<file path="config.mk">
export PLATFORM = sky130hd
export DESIGN_NAME = hc148_irq_latch
export DESIGN_NICKNAME = d
export VERILOG_FILES = /design/src/rtl/hc148_irq_latch.sv
export SDC_FILE = /design/constraint.sdc
export NUM_CORES = 1
export LEC_CHECK = 0
export CAP_MARGIN = 10
export CORE_ASPECT_RATIO = 1.4
export CORE_MARGIN = 5
export CORE_UTILIZATION = 52
export DETAILED_ROUTE_END_ITERATION = 12
export PLACE_DENSITY_LB_ADDON = 0.1
export SYNTH_ARGS = -nofsm -noshare
export SYNTH_HDL_FRONTEND = slang
export SYNTH_SLANG_ARGS = --single-unit
</file>
<file path="constraint.sdc">
create_clock -name clk -period 3.4 [get_ports clk]
set_clock_uncertainty 0.15 [all_clocks]
set_input_delay 0.68 -clock clk [delete_from_list [all_inputs] [get_ports clk]]
set_output_delay 0.68 -clock clk [all_outputs]
set_load 0.005 [all_outputs]
</file>
<file path="src/rtl/hc148_irq_latch.sv">
// hc148_irq_latch: request front-end of the interrupt path behind an hc148
// 8-to-3 priority encoder. It drives the encoder enable, synchronises the
// encoder outputs, and qualifies a request as stable before it latches the
// vector. It then holds a level interrupt until the request is acknowledged.
//
// Optional feature macro: HC148_IRQ_CNT_EN. When it is defined, the block
// adds eight saturating per-vector service counters. When it is undefined,
// cnt_o is tied to zero. The port list is the same in both builds.
module hc148_irq_latch #(
    parameter int STABLE_CYCLES = 2,
    parameter int CNT_W         = 8
) (
    input  logic             clk,
    input  logic             rst_N,
    input  logic             en,
    input  logic [2:0]       out_N,
    input  logic             GS_N,
    input  logic             EO_N,
    output logic             EI_N,
    output logic             irq_o,
    output logic [2:0]       vec_o,
    input  logic             ack_i,
    output logic             idle_o,
    input  logic [2:0]       cnt_sel,
    output logic [CNT_W-1:0] cnt_o
);

    localparam int QW = $clog2(STABLE_CYCLES + 1);
    localparam logic [QW:0] QUAL_LAST = (QW+1)'(STABLE_CYCLES);

    localparam logic [1:0] IDLE     = 2'd0;
    localparam logic [1:0] QUAL     = 2'd1;
    localparam logic [1:0] PEND     = 2'd2;
    localparam logic [1:0] WAIT_REL = 2'd3;

    logic [2:0]    outNMeta_q, outN_s;
    logic          gsNMeta_q, gsN_s;
    logic          eoNMeta_q, eoN_s;
    logic          eiN_q;
    logic [1:0]    state_q, state_d;
    logic [QW-1:0] qcnt_q, qcnt_d;
    logic [QW:0]   qcntInc;
    logic [2:0]    cand_q, cand_d;
    logic [2:0]    vec_q, vec_d;
    logic          irq_q, irq_d;
    logic [2:0]    reqVec;

    // Two-flop synchroniser. The flops come out of reset at the encoder's
    // inactive levels, so nothing looks like a request while reset is active.
    always_ff @(posedge clk or negedge rst_N) begin
        if (!rst_N) begin
            outNMeta_q <= 3'b111;
            outN_s     <= 3'b111;
            gsNMeta_q  <= 1'b1;
            gsN_s      <= 1'b1;
            eoNMeta_q  <= 1'b1;
            eoN_s      <= 1'b1;
        end else begin
            outNMeta_q <= out_N;
            outN_s     <= outNMeta_q;
            gsNMeta_q  <= GS_N;
            gsN_s      <= gsNMeta_q;
            eoNMeta_q  <= EO_N;
            eoN_s      <= eoNMeta_q;
        end
    end

    assign reqVec  = ~outN_s;
    assign qcntInc = {1'b0, qcnt_q} + {{QW{1'b0}}, 1'b1};

    // Next-state logic for the request FSM. The cycle spent in IDLE counts
    // as the first stable cycle, so QUAL leaves once the cycle it is
    // evaluating brings the count up to STABLE_CYCLES.
    always_comb begin
        state_d = state_q;
        qcnt_d  = qcnt_q;
        cand_d  = cand_q;
        vec_d   = vec_q;
        irq_d   = irq_q;
        if (!en) begin
            state_d = IDLE;
            qcnt_d  = '0;
            irq_d   = 1'b0;
        end else begin
            case (state_q)
                IDLE: begin
                    if (!gsN_s) begin
                        state_d = QUAL;
                        qcnt_d  = {{(QW-1){1'b0}}, 1'b1};
                        cand_d  = reqVec;
                    end
                end
                QUAL: begin
                    if (gsN_s) begin
                        state_d = IDLE;
                        qcnt_d  = '0;
                    end else if (reqVec != cand_q) begin
                        qcnt_d  = {{(QW-1){1'b0}}, 1'b1};
                        cand_d  = reqVec;
                    end else if (qcntInc >= QUAL_LAST) begin
                        state_d = PEND;
                        qcnt_d  = '0;
                        vec_d   = cand_q;
                        irq_d   = 1'b1;
                    end else begin
                        qcnt_d  = qcntInc[QW-1:0];
                    end
                end
                PEND: begin
                    if (ack_i) begin
                        state_d = WAIT_REL;
                        irq_d   = 1'b0;
                    end
                end
                default: begin
                    if (gsN_s || (reqVec != vec_q)) begin
                        state_d = IDLE;
                    end
                end
            endcase
        end
    end

    // FSM state, the latched vector, the interrupt, and the registered encoder enable.
    always_ff @(posedge clk or negedge rst_N) begin
        if (!rst_N) begin
            state_q <= IDLE;
            qcnt_q  <= '0;
            cand_q  <= 3'd0;
            vec_q   <= 3'd0;
            irq_q   <= 1'b0;
            eiN_q   <= 1'b1;
        end else begin
            state_q <= state_d;
            qcnt_q  <= qcnt_d;
            cand_q  <= cand_d;
            vec_q   <= vec_d;
            irq_q   <= irq_d;
            eiN_q   <= ~en;
        end
    end

    assign EI_N   = eiN_q;
    assign irq_o  = irq_q;
    assign vec_o  = vec_q;
    assign idle_o = ~eoN_s;

`ifdef HC148_IRQ_CNT_EN
    logic             countEvt;
    logic [CNT_W-1:0] cnt_q [8];

    assign countEvt = en && ack_i && (state_q == PEND);

    // Per-vector service counters. Each one counts acknowledged requests
    // and saturates at all-ones.
    always_ff @(posedge clk or negedge rst_N) begin
        if (!rst_N) begin
            for (int i = 0; i < 8; i++) begin
                cnt_q[i] <= '0;
            end
        end else if (countEvt && (cnt_q[vec_q] != {CNT_W{1'b1}})) begin
            cnt_q[vec_q] <= cnt_q[vec_q] + {{(CNT_W-1){1'b0}}, 1'b1};
        end
    end

    assign cnt_o = cnt_q[cnt_sel];
`else
    logic unused_cntSel;

    assign unused_cntSel = ^cnt_sel;
    assign cnt_o         = '0;
`endif

endmodule

</file>
Word-level counts from Yosys, hierarchy flattened
Cells that the tools add are included.

Add/sub/neg operators: 1. Magnitude comparators: 1. Equal/unequal tests: 17. Muxes and demuxes: 23. Bitwise logic cells: 5. Reduce and logical (&&, ||, !) cells: 8.

Operators by type and width (count): 2-bit two-way mux (11); 5-bit AND reduction (4); 3-bit != test, second input constant (5); 3-bit two-way mux (3); 4-bit != test, second input constant (2); 2-bit != test, second input constant (3); 3-bit by 1-bit != test with 1-bit output, second input constant (2); 3-bit != test (2); 2-bit case mux with 3 select lines (1); 3-bit case mux with 2 select lines (1); 1-bit two-way mux (5); 5-bit by 1-bit != test with 1-bit output, second input constant (1); 1-bit NOT (4); 2-bit case mux with 2 select lines (1); 2-bit by 1-bit adder with 3-bit output, second input constant (1); 3-bit by 2-bit greater-or-equal comparator with 1-bit output, second input constant (1); 3-bit NOT (1); 2-bit by 1-bit == test with 1-bit output, second input constant (1); 2-bit == test, second input constant (1); 2-bit logical NOT (1); 1-bit case mux with 2 select lines (1); 2-bit AND reduction (1); 2-bit nonzero test (1); 1-bit logical OR (1).

Register bits: 22. Input port bits: 12. Output and inout bits: 14. Word-level logic and storage cells: 67.

Logic depth before layout (Yosys ltp)
Gate-level depths: netlist (run 1).

Depth in word-level cells: 7. Depth in mapped cells: 6. Gate-level depth less buffers: 6.

Worst setup path before layout (run 1)
OpenSTA, ideal clock, no wires.

Path type: register -> register. Start point: register state_q[1]. End point: register cand_q[0]. Setup time: 0.079 ns. Arrival: 1.525 ns. Data required time: 3.171 ns. Path slack: 1.646 ns. Stages on the path, launching flop included: 6. Buffers on the path: 0. Clock period less this slack: 1.754 ns. Path through: dfrtp_1 inv_1 ha_1 nor2_1 a2111oi_4 mux2i_1.

Longest elaborated chain between the ends: 3. Elaborated cells on any way between the ends: 8. Classes of those cells: eq/ne (4); mux (1); reduce/logical (3).

RTL lines: start, declared (line 40) `logic [1:0] state_q, state_d;`; start signal, assigned (line 134) `state_q <= state_d;`; 2-bit by 1-bit == test with 1-bit output / 2-bit logical NOT (equally long branches) (line 85) `case (state_q)`; 2-bit != test (no source line) / 2-bit nonzero test (equally long branches); 5-bit AND reduction (no source line); end signal, assigned (line 136) `cand_q <= cand_d;`; end, declared (line 43) `logic [2:0] cand_q, cand_d;`.

Several ways; a longest one is shown, not always the timed one. A chain may end at the register's enable or synchronous reset.

Worst setup path after layout (run 1)
Start point: register eiN_q, in the netlist EI_N. End point: output EI_N.

RTL lines: start, declared (line 39) `logic eiN_q;`; start signal, assigned (line 139) `eiN_q <= ~en;`; end, declared (line 19) `output logic EI_N,`.

No word-level cell between the ends.

==> impl_summary.txt, run 1 <==
----------------------------------------------------
[Run status]
  Run status ... completed

[Worst setup path]
  Category of cells accounting for the largest share of critical-path delay ... flip-flops
  Worst path cell trace ... clkdlybuf4s50_1
  Number of cell instances on the worst register-to-register path ... 5
  CP peak stage delay ... 530 ps
  Data required time at the worst endpoint ... 2570 ps
  Sum of buffers and inverters on the critical path ... 1
  Endpoint of the lowest-slack register-to-register path ... cand_q[2]
  Cell with the largest stage delay on the worst path ... sky130_fd_sc_hd__dfstp_2
  Critical path arrival ... 1320 ps
  Crit end category ... output pin
  Critical R2R Launch ... state_q[1]
  Worst Path Class, Setup ... flip-flop to output pin
  Slack of the worst reg-to-reg path ... 1410 ps
  Startpoint kind of the worst setup timing path ... flip-flop
  Maximum fanout encountered on the critical timing path ... 1

[Clock network]
  Worst-Skew Late Latency ... 300 ps
  Buffer levels on the longest clock path ... 2
  Hold-fix buffer count after cts ... 0
  H-tree depth ... 1
  TritonCTS Sinks ... 22
  Clock slew seen by the registers of the worst setup and hold paths ... 110 ps
  Clock tree from TritonCTS ... done
  Number of buffers created by CTS ... 3
  Clock tree root driver cell ... sky130_fd_sc_hd__clkbuf_4
  Number of gates resized after CTS ... 0
  Count of buffers added by post-CTS timing repair for setup ... 0

[Drt]
  Number of optimization iterations in the first detailed-route pass ... 5
  Remaining routing DRC violations ... 0
  Average routed wire per standard cell ... 13.26 um
  DRT antenna net count ... 0
  Violation count after the first detailed-routing iteration ... 10
  Routed vias ... 685
  Total wirelength of the detailed-routed design ... 1697 um
  Ratio of routed vias to standard cells ... 5.352

[Synthesis]
  Synth top area cells ... sky130_fd_sc_hd__dfstp_2 (27%), sky130_fd_sc_hd__dfrtp_1 (25%), sky130_fd_sc_hd__ha_1 (5.8%)
  Post-synthesis cell area ... 1082 sq um
  Dominant cell type by area after synthesis ... sky130_fd_sc_hd__dfstp_2
  Share of the synthesized area in the top cell type ... 0.2671
  Post-synth EDFFs ... 0
  Most common library cells after synthesis ... sky130_fd_sc_hd__dfrtp_1 (11), sky130_fd_sc_hd__dfstp_2 (11), sky130_fd_sc_hd__inv_1 (9)
  Synthesized area per cell ... 12.03 sq um
  Post-synthesis sequential area ratio ... 0.5214
  Count of mapped cells out of synthesis ... 90
  Most frequently used flop master after synthesis ... sky130_fd_sc_hd__dfstp_2
  Number of synthesized register bits ... 22
  Count of different cell masters after synthesis ... 34
  Async set-reset flop share out of synthesis ... 1.000
  Synthesis warning total ... 0

[Cells and area]
  ANT cells ... 0
  Layout overhead on the synthesized area ... 15.61%
  Share of post-route cells with drive strength above 1 ... 0.1963
  Number of non-filler instances in the completed layout ... 128
  Number of nets in the finished design ... 125
  Post-route core utilization ... 0.6341

[Die]
  Die Height ... 63.98 um
  Die Span X ... 48.56 um
  Die area ... 3107 sq um
  Starting density of the core ... 0.5485
  I/O pin count ... 26
  CORE AREA ... 1973 sq um
  # rows ... 19

[Global route]
  Global-route wire length before repair ... 2918 um
  Initial antenna violation count ... 0
  Via count of the first global-routing pass ... 694
  Maximum number of pins on one net before global-route repair ... 23
  Total routing usage reported by global routing ... 0.1199
  GR Overflow Total ... 0

[Timing]
  Count of final hold-check violations ... 0
  Post-layout minimum cycle time ... 2154 ps
  Upper clock frequency limit ... 464.3 MHz
  Final Worst Setup Slack ... 1246 ps
  Share of the clock period used by the worst path ... 0.6335
  Final TNS setup ... 0 ps
  Setup repair after global routing missed its margin ... no
  Number of max-slew violations in the final report ... 0
  Worst slew margin relative to its limit ... 0.3882
  Total setup violations reported at the end of the flow ... 0
  Transition at the pin with the smallest max-transition slack ... 914.8 ps

[Placement]
  Number of cells after detailed placement ... 124
  Count of input and output buffers ... 14
  Weighted congestion reported at the end of routability-driven placement ... 0.8788
  Post-DP HPWL ... 1318 um
  Worst setup timing slack at the placement stage ... 1123 ps

[Worst hold path]
  Worst hold path startpoint ... outNMeta_q[0]
  Depth of the worst hold-timing path ... 0
  Hold endpoint ... outN_s[0]
  Path class of the lowest-slack min-delay path ... flip-flop to flip-flop

[Power and ir drop]
  Total leakage power ... 0.5690 nW
  Highest ir drop seen on vdd ... 0.3899 mV
  Pwr/cell area ... 626.4 nW/um^2

[Run]
  Number of violations of the max-capacitance limit ... 0

----------------------------------------------------
worst register-to-register path: stages (launching register included):
cell and delay [ps]:
sky130_fd_sc_hd__dfrtp_1 440, sky130_fd_sc_hd__inv_1 110, sky130_fd_sc_hd__ha_1 320, sky130_fd_sc_hd__nor2_1 150, sky130_fd_sc_hd__a2111oi_4 480, sky130_fd_sc_hd__mux2i_1 260
cells in the final DEF, fill, tap and decap left out, types with 2 or more instances in the layout:
| master | n |
|---|---|
| sky130_fd_sc_hd__o21ai_0 | 2 |
| sky130_fd_sc_hd__ha_1 | 5 |
| sky130_fd_sc_hd__clkdlybuf4s50_1 | 14 |
| sky130_fd_sc_hd__nor2_1 | 3 |
| sky130_fd_sc_hd__xnor2_1 | 3 |
| sky130_fd_sc_hd__dfstp_2 | 11 |
| sky130_fd_sc_hd__nor2b_1 | 2 |
| sky130_fd_sc_hd__mux2i_1 | 4 |
| sky130_fd_sc_hd__a211oi_1 | 2 |
| sky130_fd_sc_hd__clkbuf_4 | 3 |
| sky130_fd_sc_hd__nand4_1 | 3 |
| sky130_fd_sc_hd__nand2_1 | 2 |
| sky130_fd_sc_hd__dfrtp_1 | 11 |
| sky130_fd_sc_hd__inv_1 | 9 |
| sky130_fd_sc_hd__xor2_1 | 3 |
| sky130_fd_sc_hd__conb_1 | 8 |
| sky130_fd_sc_hd__mux2_2 | 3 |
metrics by stage:
step / cell area (sq um) / power (mW) / hold WS [ps]
3_5_place_dp: 1215 / 0.6521 / 197.6
5_1_grt: 1251 / 0.8461 / 218.8
2_1_floorplan: 1109 / 0.5712 / 195.2
4_1_cts: 1251 / 0.7985 / 214.5
3_3_place_gp: 1215 / 0.6456 / 195.6
6_report: 1251 / 0.7837 / 212.1
where the power goes:
group | switching [mW] | total (mW) | internal [mW]
combinational | 0.148 | 0.285 | 0.137
sequential | 0.0431 | 0.360 | 0.317
clock | 0.0731 | 0.139 | 0.0655
total | 0.264 | 0.784 | 0.519
cell families (layout without fill, tap and decap cells):
family	count (synthesis)	in the layout	synth area share
multiplexers	7	7	0.06821
XOR/XNOR	6	6	0.04856
AO/OA/AOI/OAI	13	13	0.1064
buffers and inverters	17	27	0.08671
adder cells (fa/ha/maj)	5	5	0.05780
flip-flops	22	22	0.5214
other	1	8	0.003465
AND/OR/NAND/NOR	19	19	0.1075
how the worst max path moves through the flow:
stage | startpoint | end | slack (ps) | cells past startpoint
after CTS | EI_N | EI_N | 1210 | 1
after floorplan | state_q[1] | cand_q[0] | 1650 | 5
after global placement | en | state_q[0] | 1150 | 5
after detailed placement | en | state_q[0] | 1120 | 5
final | EI_N | EI_N | 1250 | 1
after global routing | EI_N | EI_N | 1180 | 1
cell type report:
class                      count  area [sq um]
multi-input combinational     58         450.4
fill                         166         721.9
inverter                       9         33.78
clock buffer                   4         36.28
sequential                    22         564.3
timing repair buffer          14         140.1
tap                           21         26.28
routing by layer:
metal | wire [um] | up-vias | GRT usage
li1 | - | 331 | -
met1 | 678 | 329 | 0.1328
met2 | 849 | 20 | 0.2042
met3 | 115 | 5 | 0.02326
met4 | 55 | 0 | 0.08081
met5 | 0 | - | 0
state kept, by name (all words and copies together), names as in the netlist:
| name | cells |
|---|---|
| EI_N | 1 |
| cand_q | 3 |
| eoNMeta_q | 1 |
| eoN_s | 1 |
| gsNMeta_q | 1 |
| gsN_s | 1 |
| irq_o | 1 |
| outNMeta_q | 3 |
| outN_s | 3 |
| qcnt_q | 2 |
| state_q | 2 |
| vec_o | 3 |
No activity file was read; power rests on OpenSTA's default activity.
==> inputs of run 2 (changes only) <==
--- a/config.mk
+++ b/config.mk
@@ -8,7 +8,7 @@
 export CAP_MARGIN = 10
 export CORE_ASPECT_RATIO = 1.4
 export CORE_MARGIN = 5
-export CORE_UTILIZATION = 52
+export CORE_UTILIZATION = 43
 export DETAILED_ROUTE_END_ITERATION = 12
 export PLACE_DENSITY_LB_ADDON = 0.1
 export SYNTH_ARGS = -nofsm -noshare
==> constraint.sdc (replaced) <==
create_clock -name clk -period 1.8 [get_ports clk]
set_clock_uncertainty 0.15 [all_clocks]
set_input_delay 0.36 -clock clk [delete_from_list [all_inputs] [get_ports clk]]
set_output_delay 0.36 -clock clk [all_outputs]
set_load 0.005 [all_outputs]
==> run 2 against run 1 <==
  * Design area grew 17%
  * Sequential share of layout area shrank 6.5 points
  * Hold slack is essentially flat
  * Critical path depth grew 5
  * First-iteration DRC count grew to 2.8 times the previous value
  * Routed wire length grew 23%
  * Register-to-register slack lost 1400 ps
  * Clock power grew 65%
  * Power grew 120%
  * Clock-buffer cell count is the same
  * Critical path type is now flip-flop to flip-flop
  * Largest cell class unchanged
  * Largest power group is now combinational cells
  * Highest routed layer unchanged
==> impl_summary.txt, run 2 (same netlist as run 1, synthesis figures left out) <==
----------------------------------------------------
[Run status]
  Run status ... completed

[Worst hold path]
  Depth of the worst hold-timing path ... 0
  Hold endpoint ... eoN_s
  Path class of the lowest-slack min-delay path ... flip-flop to flip-flop
  Worst hold path startpoint ... eoNMeta_q

[Worst setup path]
  Data required time at the worst endpoint ... 1900 ps
  Worst path cell trace ... xnor2_2, buf_4, nor4_4, buf_4, nor3b_2, o211a_1
  Critical path arrival ... 1880 ps
  Startpoint kind of the worst setup timing path ... flip-flop
  Crit end category ... flip-flop
  Number of cell instances on the worst register-to-register path ... 6
  Endpoint of the lowest-slack register-to-register path ... irq_o
  Cell with the largest stage delay on the worst path ... sky130_fd_sc_hd__dfstp_2
  Slack of the worst reg-to-reg path ... 30 ps
  Critical R2R Launch ... outN_s[1]
  Maximum fanout encountered on the critical timing path ... 3
  Crit-path most repeated cell ... sky130_fd_sc_hd__buf_4
  CP peak stage delay ... 570 ps
  Worst Path Class, Setup ... flip-flop to flip-flop

[Power and ir drop]
  Highest ir drop seen on vdd ... 0.6856 mV
  Overall power consumption ... 1.735 mW
  Total leakage power ... 0.7006 nW
  Pwr/cell area ... 1187 nW/um^2

[Cells and area]
  ANT cells ... 0
  Share of post-route cells with drive strength above 1 ... 0.3840
  Layout overhead on the synthesized area ... 35.03%
  Multi-input logic area ... 519.2 sq um
  Count of filler cells inserted in the layout ... 225
  Most used cells in the layout excluding fill and tap cells ... sky130_fd_sc_hd__buf_4 (18), sky130_fd_sc_hd__dfstp_2 (11), sky130_fd_sc_hd__dfrtp_1 (11), sky130_fd_sc_hd__clkdlybuf4s50_1 (11)
  Final std cell area, no fill ... 1461 sq um
  Number of nets in the finished design ... 143
  Commonest non-fill, non-tap cell in the layout ... sky130_fd_sc_hd__buf_4
  Number of non-filler instances in the completed layout ... 159
  Area used by sequential logic in the layout ... 564.3 sq um
  Post-route core utilization ... 0.6046

[Die]
  CORE AREA ... 2417 sq um
  Starting density of the core ... 0.4477
  # rows ... 21
  Die Height ... 69.36 um
  Die area ... 3634 sq um
  I/O pin count ... 26
  Die Span X ... 52.40 um

[Timing]
  Share of the clock period used by the worst path ... 0.9849
  Upper clock frequency limit ... 564.1 MHz
  Final TNS setup ... 0 ps
  Final Worst Setup Slack ... 27.19 ps
  Total setup violations reported at the end of the flow ... 0
  Minimum hold slack ... 212.2 ps
  Setup repair after global routing missed its margin ... yes
  Number of max-slew violations in the final report ... 0
  Post-layout minimum cycle time ... 1773 ps
  Count of final hold-check violations ... 0

[Placement]
  Worst setup timing slack at the placement stage ... -67.96 ps
  Number of cells after detailed placement ... 153
  Count of input and output buffers ... 14
  Weighted congestion reported at the end of routability-driven placement ... 0.8654
  Post-DP HPWL ... 1576 um
  Post-place instance area ... 1351 sq um

[Clock network]
  Clock slew seen by the registers of the worst setup and hold paths ... 110 ps
  Clock tree from TritonCTS ... done
  Clock tree root driver cell ... sky130_fd_sc_hd__clkbuf_4
  H-tree depth ... 1
  Buffer levels on the longest clock path ... 2
  Number of buffers created by CTS ... 3
  TritonCTS Sinks ... 22
  Worst-Skew Late Latency ... 310 ps
  Hold-fix buffer count after cts ... 0

[Global route]
  Via count of the first global-routing pass ... 841
  Maximum number of pins on one net before global-route repair ... 23
  GR Overflow Total ... 0
  Global-route wire length before repair ... 3463 um
  Total routing usage reported by global routing ... 0.1269
  Initial antenna violation count ... 0

[Drt]
  Total wirelength of the detailed-routed design ... 2080 um
  Average routed wire per standard cell ... 13.08 um
  Ratio of routed vias to standard cells ... 4.736
  Number of optimization iterations in the first detailed-route pass ... 4
  Routed vias ... 753
  Remaining routing DRC violations ... 0
  Violation count after the first detailed-routing iteration ... 28
  DRT antenna net count ... 0

[Run]
  Number of violations of the max-capacitance limit ... 0

----------------------------------------------------
## run 2: cell count changes in the layout (fill, tap and decap cells not counted), sizes merged
cell           before  now
buf                 0   18
clkdlybuf4s50      14   11
dlygate4sd2         0    2
dlymetal6s2s        0    1
## run 2: area by class of cell
type                            instances  share of cell area
Timing Repair Buffer                   32              0.1884
Tap cell                               34             0.02911
Clock buffer                            4             0.01798
Multi-Input combinational cell         58              0.3553
Inverter                                9             0.02312
Sequential cell                        22              0.3861
## run 2: power by group
part / leakage (nW) / switching [mW] / total (mW) / internal [mW]
Sequential: 0.259 / 0.0867 / 0.686 / 0.599
Combinational: 0.427 / 0.379 / 0.819 / 0.440
Clock: 0.0150 / 0.143 / 0.230 / 0.0866
Total: 0.701 / 0.609 / 1.73 / 1.13
## run 2: worst max-delay path, delay by kind of cell, from the launching register on
kind	cells	cell delay [ps]
flip-flops	1	570
AND/OR/NAND/NOR	2	440
buffers and inverters	2	330
AO/OA/AOI/OAI	1	140
XOR/XNOR	1	80
## run 2: worst max-delay path by stage
stage               start          to  slack, ps  cells past startpoint
2_1_floorplan  state_q[1]   cand_q[0]         50                      5
3_3_place_gp    outN_s[1]   cand_q[1]        -30                      5
3_5_place_dp           en  state_q[0]        -70                      5
4_1_cts         outN_s[1]       irq_o        -30                      6
5_1_grt         outN_s[0]   cand_q[1]        -70                      5
6_report        outN_s[1]       irq_o         30                      6
## run 2: what timing repair did
action | 4_1_cts | 5_1_grt
resized for setup | 6 | 10
gates cloned | 0 | 0
buffers inserted | 1 | 1
pin swaps | 1 | 2
endpoints found under the setup margin | 11 | 11
## run 2: layer usage
layer	GRT usage	part of all wire
met1	0.1313	0.37
met2	0.2155	0.55
met3	0.03226	0.040
met5	0	0
met4	0.08239	0.035
